===== src/rtl/quad_decoder_param.sv =====
// Quadrature decoder: 2-FF sync + per-input stability filter, Gray-code decode in
// x1/x2/x4, signed position counter with wrap or saturate, step strobe and sticky error.
module qd_filter #(
    parameter int FILT_LEN = 4,
    parameter int FW       = 3
) (
    input  logic clk_i,
    input  logic rst_n_i,
    input  logic raw_i,
    output logic filt_o,
    output logic busy_o
);
    logic          s1_q, s2_q, filt_q;
    logic [FW-1:0] cnt_q;

    always_ff @(posedge clk_i) begin
        if (!rst_n_i) begin
            s1_q   <= 1'b0;
            s2_q   <= 1'b0;
            filt_q <= 1'b0;
            cnt_q  <= '0;
        end else begin
            s1_q <= raw_i;
            s2_q <= s1_q;
            if (s2_q == filt_q) begin
                cnt_q <= '0;
            end else if (cnt_q == FW'(FILT_LEN - 1)) begin
                filt_q <= s2_q;
                cnt_q  <= '0;
            end else begin
                cnt_q <= cnt_q + FW'(1);
            end
        end
    end

    assign filt_o = filt_q;
    assign busy_o = (cnt_q != '0);
endmodule

module quad_decoder_param #(
    parameter int CNT_W    = 8,
    parameter int FILT_LEN = 4,
    parameter int SAT      = 0
) (
    input  logic             CLK,
    input  logic             RST,
    input  logic             EN,
    input  logic             A,
    input  logic             B,
    input  logic [1:0]       MODE,
    input  logic             CLR,
    input  logic             LOAD,
    input  logic [CNT_W-1:0] LOAD_VAL,
    input  logic             ERR_CLR,
    output logic [CNT_W-1:0] COUNT,
    output logic             DIR,
    output logic             STEP,
    output logic             ERR
);
    localparam int FW = (FILT_LEN < 2) ? 1 : $clog2(FILT_LEN + 1);
    localparam logic [CNT_W-1:0] CMAX = {1'b0, {(CNT_W-1){1'b1}}};
    localparam logic [CNT_W-1:0] CMIN = {1'b1, {(CNT_W-1){1'b0}}};

    logic [1:0] raw, filt, busy;
    assign raw = {A, B};

    genvar g;
    generate
        for (g = 0; g < 2; g++) begin : g_filt
            qd_filter #(.FILT_LEN(FILT_LEN), .FW(FW)) u_filt (
                .clk_i  (CLK),
                .rst_n_i(RST),
                .raw_i  (raw[g]),
                .filt_o (filt[g]),
                .busy_o (busy[g])
            );
        end
    endgenerate

    logic [1:0]       ref_q;
    logic             primed_q;
    logic [FW-1:0]    el_q;
    logic [CNT_W-1:0] count_q, count_d;
    logic             dir_q, dir_d, step_q, step_d, err_q, err_d;

    // Gray phase index 00,01,11,10 -> 0..3, so forward is index+1 mod 4
    logic [1:0] chg, pos_cur, pos_prev;
    logic       valid, illegal, fwd, mode_ok, counted, prime_go;

    assign chg      = filt ^ ref_q;
    assign pos_cur  = {filt[1], filt[1] ^ filt[0]};
    assign pos_prev = {ref_q[1], ref_q[1] ^ ref_q[0]};
    assign fwd      = (pos_cur == pos_prev + 2'd1);
    assign valid    = primed_q && (chg == 2'b01 || chg == 2'b10);
    assign illegal  = primed_q && (chg == 2'b11);
    assign prime_go = !primed_q && (el_q == FW'(FILT_LEN)) && (busy == 2'b00);

    always_comb begin
        case (MODE)
            2'b01:   mode_ok = chg[1];
            2'b10:   mode_ok = (ref_q == 2'b01 && filt == 2'b11) ||
                               (ref_q == 2'b11 && filt == 2'b01);
            default: mode_ok = 1'b1;
        endcase
    end

    assign counted = valid && mode_ok && EN;

    always_comb begin
        count_d = count_q;
        dir_d   = dir_q;
        step_d  = 1'b0;
        err_d   = err_q;
        if (ERR_CLR) err_d = 1'b0;
        if (illegal) err_d = 1'b1;
        if (CLR) begin
            count_d = '0;
        end else if (LOAD) begin
            count_d = LOAD_VAL;
        end else if (counted) begin
            dir_d  = fwd;
            step_d = 1'b1;
            if (fwd) begin
                if (!(SAT != 0 && count_q == CMAX)) count_d = count_q + CNT_W'(1);
            end else begin
                if (!(SAT != 0 && count_q == CMIN)) count_d = count_q - CNT_W'(1);
            end
        end
    end

    always_ff @(posedge CLK) begin
        if (!RST) begin
            ref_q    <= 2'b00;
            primed_q <= 1'b0;
            el_q     <= '0;
            count_q  <= '0;
            dir_q    <= 1'b0;
            step_q   <= 1'b0;
            err_q    <= 1'b0;
        end else begin
            if (el_q != FW'(FILT_LEN)) el_q <= el_q + FW'(1);
            if (primed_q || prime_go) ref_q <= filt;
            if (prime_go) primed_q <= 1'b1;
            count_q <= count_d;
            dir_q   <= dir_d;
            step_q  <= step_d;
            err_q   <= err_d;
        end
    end

    assign COUNT = count_q;
    assign DIR   = dir_q;
    assign STEP  = step_q;
    assign ERR   = err_q;
endmodule


===== config.mk =====
export PLATFORM = sky130hd
export DESIGN_NAME = quad_decoder_param
export DESIGN_NICKNAME = d
export VERILOG_FILES = /design/src/rtl/quad_decoder_param.sv
export SDC_FILE = /design/constraint.sdc
export NUM_CORES = 1
export LEC_CHECK = 0
export BUFFER_PORTS_ARGS = -buffer_cell sky130_fd_sc_hd__buf_2
export CAP_MARGIN = 20
export CORE_ASPECT_RATIO = 1.4
export CORE_UTILIZATION = 50
export CTS_BUF_LIST = sky130_fd_sc_hd__clkbuf_4 sky130_fd_sc_hd__clkbuf_8 sky130_fd_sc_hd__clkbuf_16
export CTS_CLUSTER_DIAMETER = 40
export DETAILED_ROUTE_END_ITERATION = 12
export PLACE_DENSITY = 0.72
export SYNTH_ARGS = -nofsm -noshare
export SYNTH_HDL_FRONTEND = slang
export SYNTH_HIERARCHICAL = 1
export SYNTH_SLANG_ARGS = --single-unit

===== constraint.sdc =====
create_clock -name CLK -period 3.3 [get_ports CLK]
set_input_delay 0.66 -clock CLK [delete_from_list [all_inputs] [get_ports CLK]]
set_output_delay 0.66 -clock CLK [all_outputs]
set_load 0.1 [all_outputs]

# Word-level counts from Yosys, hierarchy flattened
# Index checks and enable logic that the tools add are counted.
# Widths: inputs -> output; s select.
classes:
  muxes: 7
  magnitude_cmp: 0
  addsub: 6
  eq_ne: 16
  shifts: 0
  n_reduce_logical: 24
  bitwise_logic: 8
  multipliers: 0
  div: 0
op_table:
  columns: ["cell", "count"]
  rows:
  - ["$mux 8", 3]
  - ["$eq 2x2->1 const B", 5]
  - ["$add 3x1->3 const B", 3]
  - ["$reduce_or 3->1", 3]
  - ["$add 8x1->8 const B", 1]
  - ["$eq 2x1->1 const B", 4]
  - ["$logic_and 1x1->1", 8]
  - ["$sub 8x1->8 const B", 1]
  - ["$eq 3x2->1 const B", 2]
  - ["$reduce_bool 3->1", 2]
  - ["$not 1->1", 5]
  - ["$reduce_and 2->1", 2]
  - ["$reduce_bool 2->1", 2]
  - ["$eq 3x3->1 const B", 1]
  - ["$logic_or 1x1->1", 3]
  - ["$mux 1", 3]
  - ["$ne 3x3->1 const B", 1]
  - ["$reduce_and 3->1", 1]
  - ["$add 2x1->2 const B", 1]
  - ["$eq 1x1->1", 2]
  - ["$eq 2x2->1", 1]
  - ["$logic_not 2->1", 1]
  - ["$pmux 1 s2", 1]
  - ["$reduce_or 2->1", 1]
  - ["other kinds (3)", 4]
word_totals:
  rom_bits: 0
  mem_bits_rw: 0
  elab_cells: 76
  register_bits: 29
  output_inout_bits: 11
  memories: 0
  input_bits: 18
  latch_bits: 0

# Depth between registers and ports, before layout
logic_depth:
  word_depth: 8
  ltp_mapped: 10
  depth_no_buf: 10

# Hierarchy
# Netlist, hierarchy kept.
by_module_without_submodules:
  columns: ["mod", "cells_each", "area_per_inst_um2", "seq_area_each_um2", "n_inst"]
  rows:
  - ["quad_decoder_param", 140, 1194.9, 340.3, 1]
  - ["qd_filter", 21, 240.2, 120.1, 2]

# Worst setup path before layout
# Ideal clock, no wire load.
synth_timing:
  kind: "flip-flop to flip-flop"
  from: "reg g_filt[1].u_filt.filt_q"
  to: "reg count_q[6], in the netlist COUNT[6]"
  path_buffers: 0
  arrival_time_ns: 2.719
  setup_ns: 0.132
  path_stages_with_launch: 11
  required_ns: 3.168
  setup_slack_ns: 0.450
  period_less_slack_ns: 2.850
  cell_sequence: "dfxtp_1 > inv_1 > ha_1 > nor2b_1 > mux2i_1 > ha_1 > a21o_1 > a21oi_1 > nor4_1 > a2111oi_0 > o21ai_0"
synth_via:
  elab_chain_len: 7
  word_cells_on_any_way: 19
  cone_classes: "eq/ne (5); mux (4); bitwise (2); reduce/logical (8)"
synth_rtl:
  columns: ["element", "line", "text"]
  rows:
  - ["start, declared", "13", "logic s1_q, s2_q, filt_q;"]
  - ["start signal, assigned", "28", "filt_q <= s2_q;"]
  - ["$eq 2x2->1, or another cell as far along", "101", "2'b10: mode_ok = (ref_q == 2'b01 && filt == 2'b11) ||"]
  - ["$logic_and 1x1->1, or another cell as far along", "101", null]
  - ["$logic_or 1x1->1, on equally long branches", "101, 94", null]
  - ["$pmux 1 s2 or $logic_and 1x1->1 (tied branches)", "99, 94", null]
  - ["$logic_and 1x1->1 (2 in series)", "107", "assign counted = valid && mode_ok && EN;"]
  - ["$reduce_bool 2->1 (no line)", null, null]
  - ["end signal, assigned", "144", "count_q <= count_d;"]
  - ["end, declared", "83", "logic [CNT_W-1:0] count_q, count_d;"]
# Parallel ways exist; a longest one is shown, timed or not. The select of a mux whose other input is x is not followed.
# A chain may end at the register's enable or synchronous reset.

# Final worst setup path
# Ends and elaborated chain as after synthesis.

==> out/qor.yml <==
grt_max_degree: 23
area_growth_pct: 15.8
setup.worst_path.end_class: "flop"
synthMuxAreaShare_pct: 2.99
synth_nets: 223
grt_util_met3_pct: 4.36
ir_drop_mv: 0.218
fill_cells: 301
diodes: 0
max_cap_violations: 0
hold_viol_final: 0
tns_ns: 0
netlist_area_um2: 1680
antenna_found_initial: 0
via_per_inst: 5.43
holdCritStartpoint: "g_filt[0].u_filt/s1_q$_SDFF_PN0_"
cts.sinks: 29
synth_top_family_by_area: "simple AND/OR/NAND/NOR gates"
dieWidth_um: 50.9
synth_seq_area_share_pct: 34.7
setup_viol: 0
grt_pass1_wl_um: 5780
ant_nets: 0
p_total_uw: 789
status: "finished, final reports clean"
synth_top_area_share_pct: 34.7
nets: 256
grtUsageMet1_pct: 21.0
grt_pass1_vias: 1388
synth_compound_area_share_pct: 14.0
cts_tree: "yes"
drive_gt1_share_pct: 19.4
seq_area_um2: 581
timing.critical_path.mode_cell: "ha_1"
cts_buffers: 5
rows: 24
slew_headroom_pct: 67.6
post_drt_wl_per_cell_um: 13.2
clock_latency_ns: 0.28
synth-simple-area-share_pct: 19.1
mostFrequentLayoutCells: "29 x dfxtp_1, 28 x buf_2, 22 x ha_1"
dr_total_vias: 1384
grt-busiest-layer: "met2"
cp.required_ns: 3.46
fin_crit_ns: 2.80
finalCritPeriodShare_pct: 84.8
pwr_density_cell_nw_per_um2: 407
synth-xor-area-share_pct: 6.20
path_clk_slew_ns: 0.06
tightest_slew_ns: 0.489
finalMaxSlewViolations: 0
clock.fmax_ghz: 0.357
slowest_stage: "dfxtp_1"
layout_commonest_cell: "dfxtp_1"
h-tree-depth: 2
root_buffer: "clkbuf_8"
core_um2: 3150
drcViolationCount: 0
cp_slowest_stage_delay_ns: 0.46
synth_fa_ha_area_share_pct: 17.6
routed_wl_um: 3380
hold_class: "reg -> reg"
ys_types: 40
drtIter0Drc: 29
cp-startpoint: "g_filt[1].u_filt/filt_o$_SDFFE_PN0P_"
rsz0062_at_grt: "false"
syn_inst: 182
multi_input_area_um2: 1000
synth_area_per_cell_um2: 9.21
crit_arrival_ns: 2.96
start_util_pct: 53.1
worstPathMaxFanout: 6
ys_seq_elements: 29
yosysWarningCount: 6
p_leak_nw: 0.925
crit_type: "reg -> reg"
skew_ns: 0.00528
postCtsHoldBufs: 0
synth_largest_area_cell: "dfxtp_1"
io_pins: 29
hpwl_um: 2670
ys_top_cells_by_area: "dfxtp_1 35%, ha_1 16%, inv_1 4.3%, xnor2_1 3.7%, nand2_1 3.4%"
die-area_um2: 3590
grt_use_total_pct: 21.7
critPathTopFamily: "compound AO/OA/AOI/OAI gates"
gp_congestion: 0.779
grt-ovfl-total: 0
cts_resized: 0
start_kind: "flop"
path_buf_inv: 1
drt-pass1-iter-count: 4
cts_buffer_depth: 2
grt_use_met2_pct: 39.6
reg2reg_from: "g_filt[1].u_filt/filt_o$_SDFFE_PN0P_"
numPortBuffers: 28
path_cells: "inv_1, ha_1, nor2b_1, mux2i_1, ha_1, a21o_1, a21oi_1, nor4_1, a2111oi_0, o21ai_0"
post_cts_buffers: 0
die_h_um: 70.5
-- final cells by class --
type / count / share of cell area [%]
clock buffers: 6 / 3.94
clock inverters: 2 / 0.516
inverters: 19 / 3.68
multi-input cells: 131 / 51.8
flip-flops and latches: 29 / 29.9
well taps: 39 / 2.52
repair buffers: 29 / 7.61
-- synth_stat cells --
cell type and instances:
nor2b_1 8, nor3_1 3, nand2b_1 2, xor2_1 3, nor2_1 7, a21oi_1 10
buf_6 1, and4bb_2 2, a211oi_1 1, a41oi_1 1, o31ai_1 1, inv_1 19
o21ai_0 6, nand3b_1 1, a311oi_1 2, ha_1 22, mux2i_1 5, a211o_1 1
xor2_2 1, nand2_1 15, a22o_1 1, nand3_1 6, dfxtp_1 29, nor4b_1 4
a221oi_2 1, a21oi_2 1, a31oi_1 1, o211a_1 2, nor4_1 2, fa_1 1
and3_1 1, or2_1 1, a21boi_0 2, clkbuf_1 2, a2111oi_0 1, o211ai_1 1
xnor2_1 7, nand4_1 1, and2_1 5, a21o_1 2
-- where the power goes --
part           switching [mW]  total (mW)  internal (mW)  leakage, nW
registers             0.00985       0.373          0.363        0.236
clock network           0.136       0.290          0.154       0.0484
logic                  0.0804       0.127         0.0467        0.640
total                   0.226       0.789          0.564        0.925
-- path summary, 6_finish.rpt --
| path | to | slack, ns | cells after the start |
|---|---|---|---|
| setup / recovery | COUNT[6]$_SDFFE_PP0P_ | 0.50 | 10 |
| hold / removal | g_filt[0].u_filt/s2_q$_SDFF_PN0_ | 0.44 | 1 |
| setup reg to reg | COUNT[6]$_SDFFE_PP0P_ | 0.50 | 10 |
| hold reg to reg | g_filt[0].u_filt/s2_q$_SDFF_PN0_ | 0.44 | 1 |
-- logic make-up (layout without fill, tap and decap cells) --
group,Yosys count,after routing
AND/OR/NAND/NOR,58,58
AO/OA/AOI/OAI,34,34
flip-flops,29,29
adder cells (fa/ha/maj),23,23
buffers and inverters,22,56
XOR/XNOR,11,11
multiplexers,5,5
-- layer usage --
metal / up-vias / wire [µm]
li1: 696 / -
met1: 645 / 1340
met2: 34 / 1840
met3: 9 / 95
met4: 0 / 97
met5: - / 0
-- through the flow --
stage	instances	area [µm²]	setup WS [ns]	util, %	hold slack [ns]
final	255	1940	0.502	61.5	0.440
after global routing	255	1940	0.199	61.5	0.465
after CTS	255	1940	0.517	61.5	0.446
after detailed placement	247	1850	0.536	58.8	0.426
after global placement	247	1850	0.652	58.8	0.435
after floorplan	182	1680	0.450	-	0.412
-- state kept, by name (all words and copies together) (netlist names) --
signal,count
el_q,3
g_filt.u_filt/s2_q,2
g_filt.u_filt/s1_q,2
COUNT,8
DIR,1
ERR,1
primed_q,1
g_filt.u_filt/filt_o,2
g_filt.u_filt/cnt_q,6
ref_q,2
STEP,1
No activity file was read; power rests on OpenSTA's default activity.
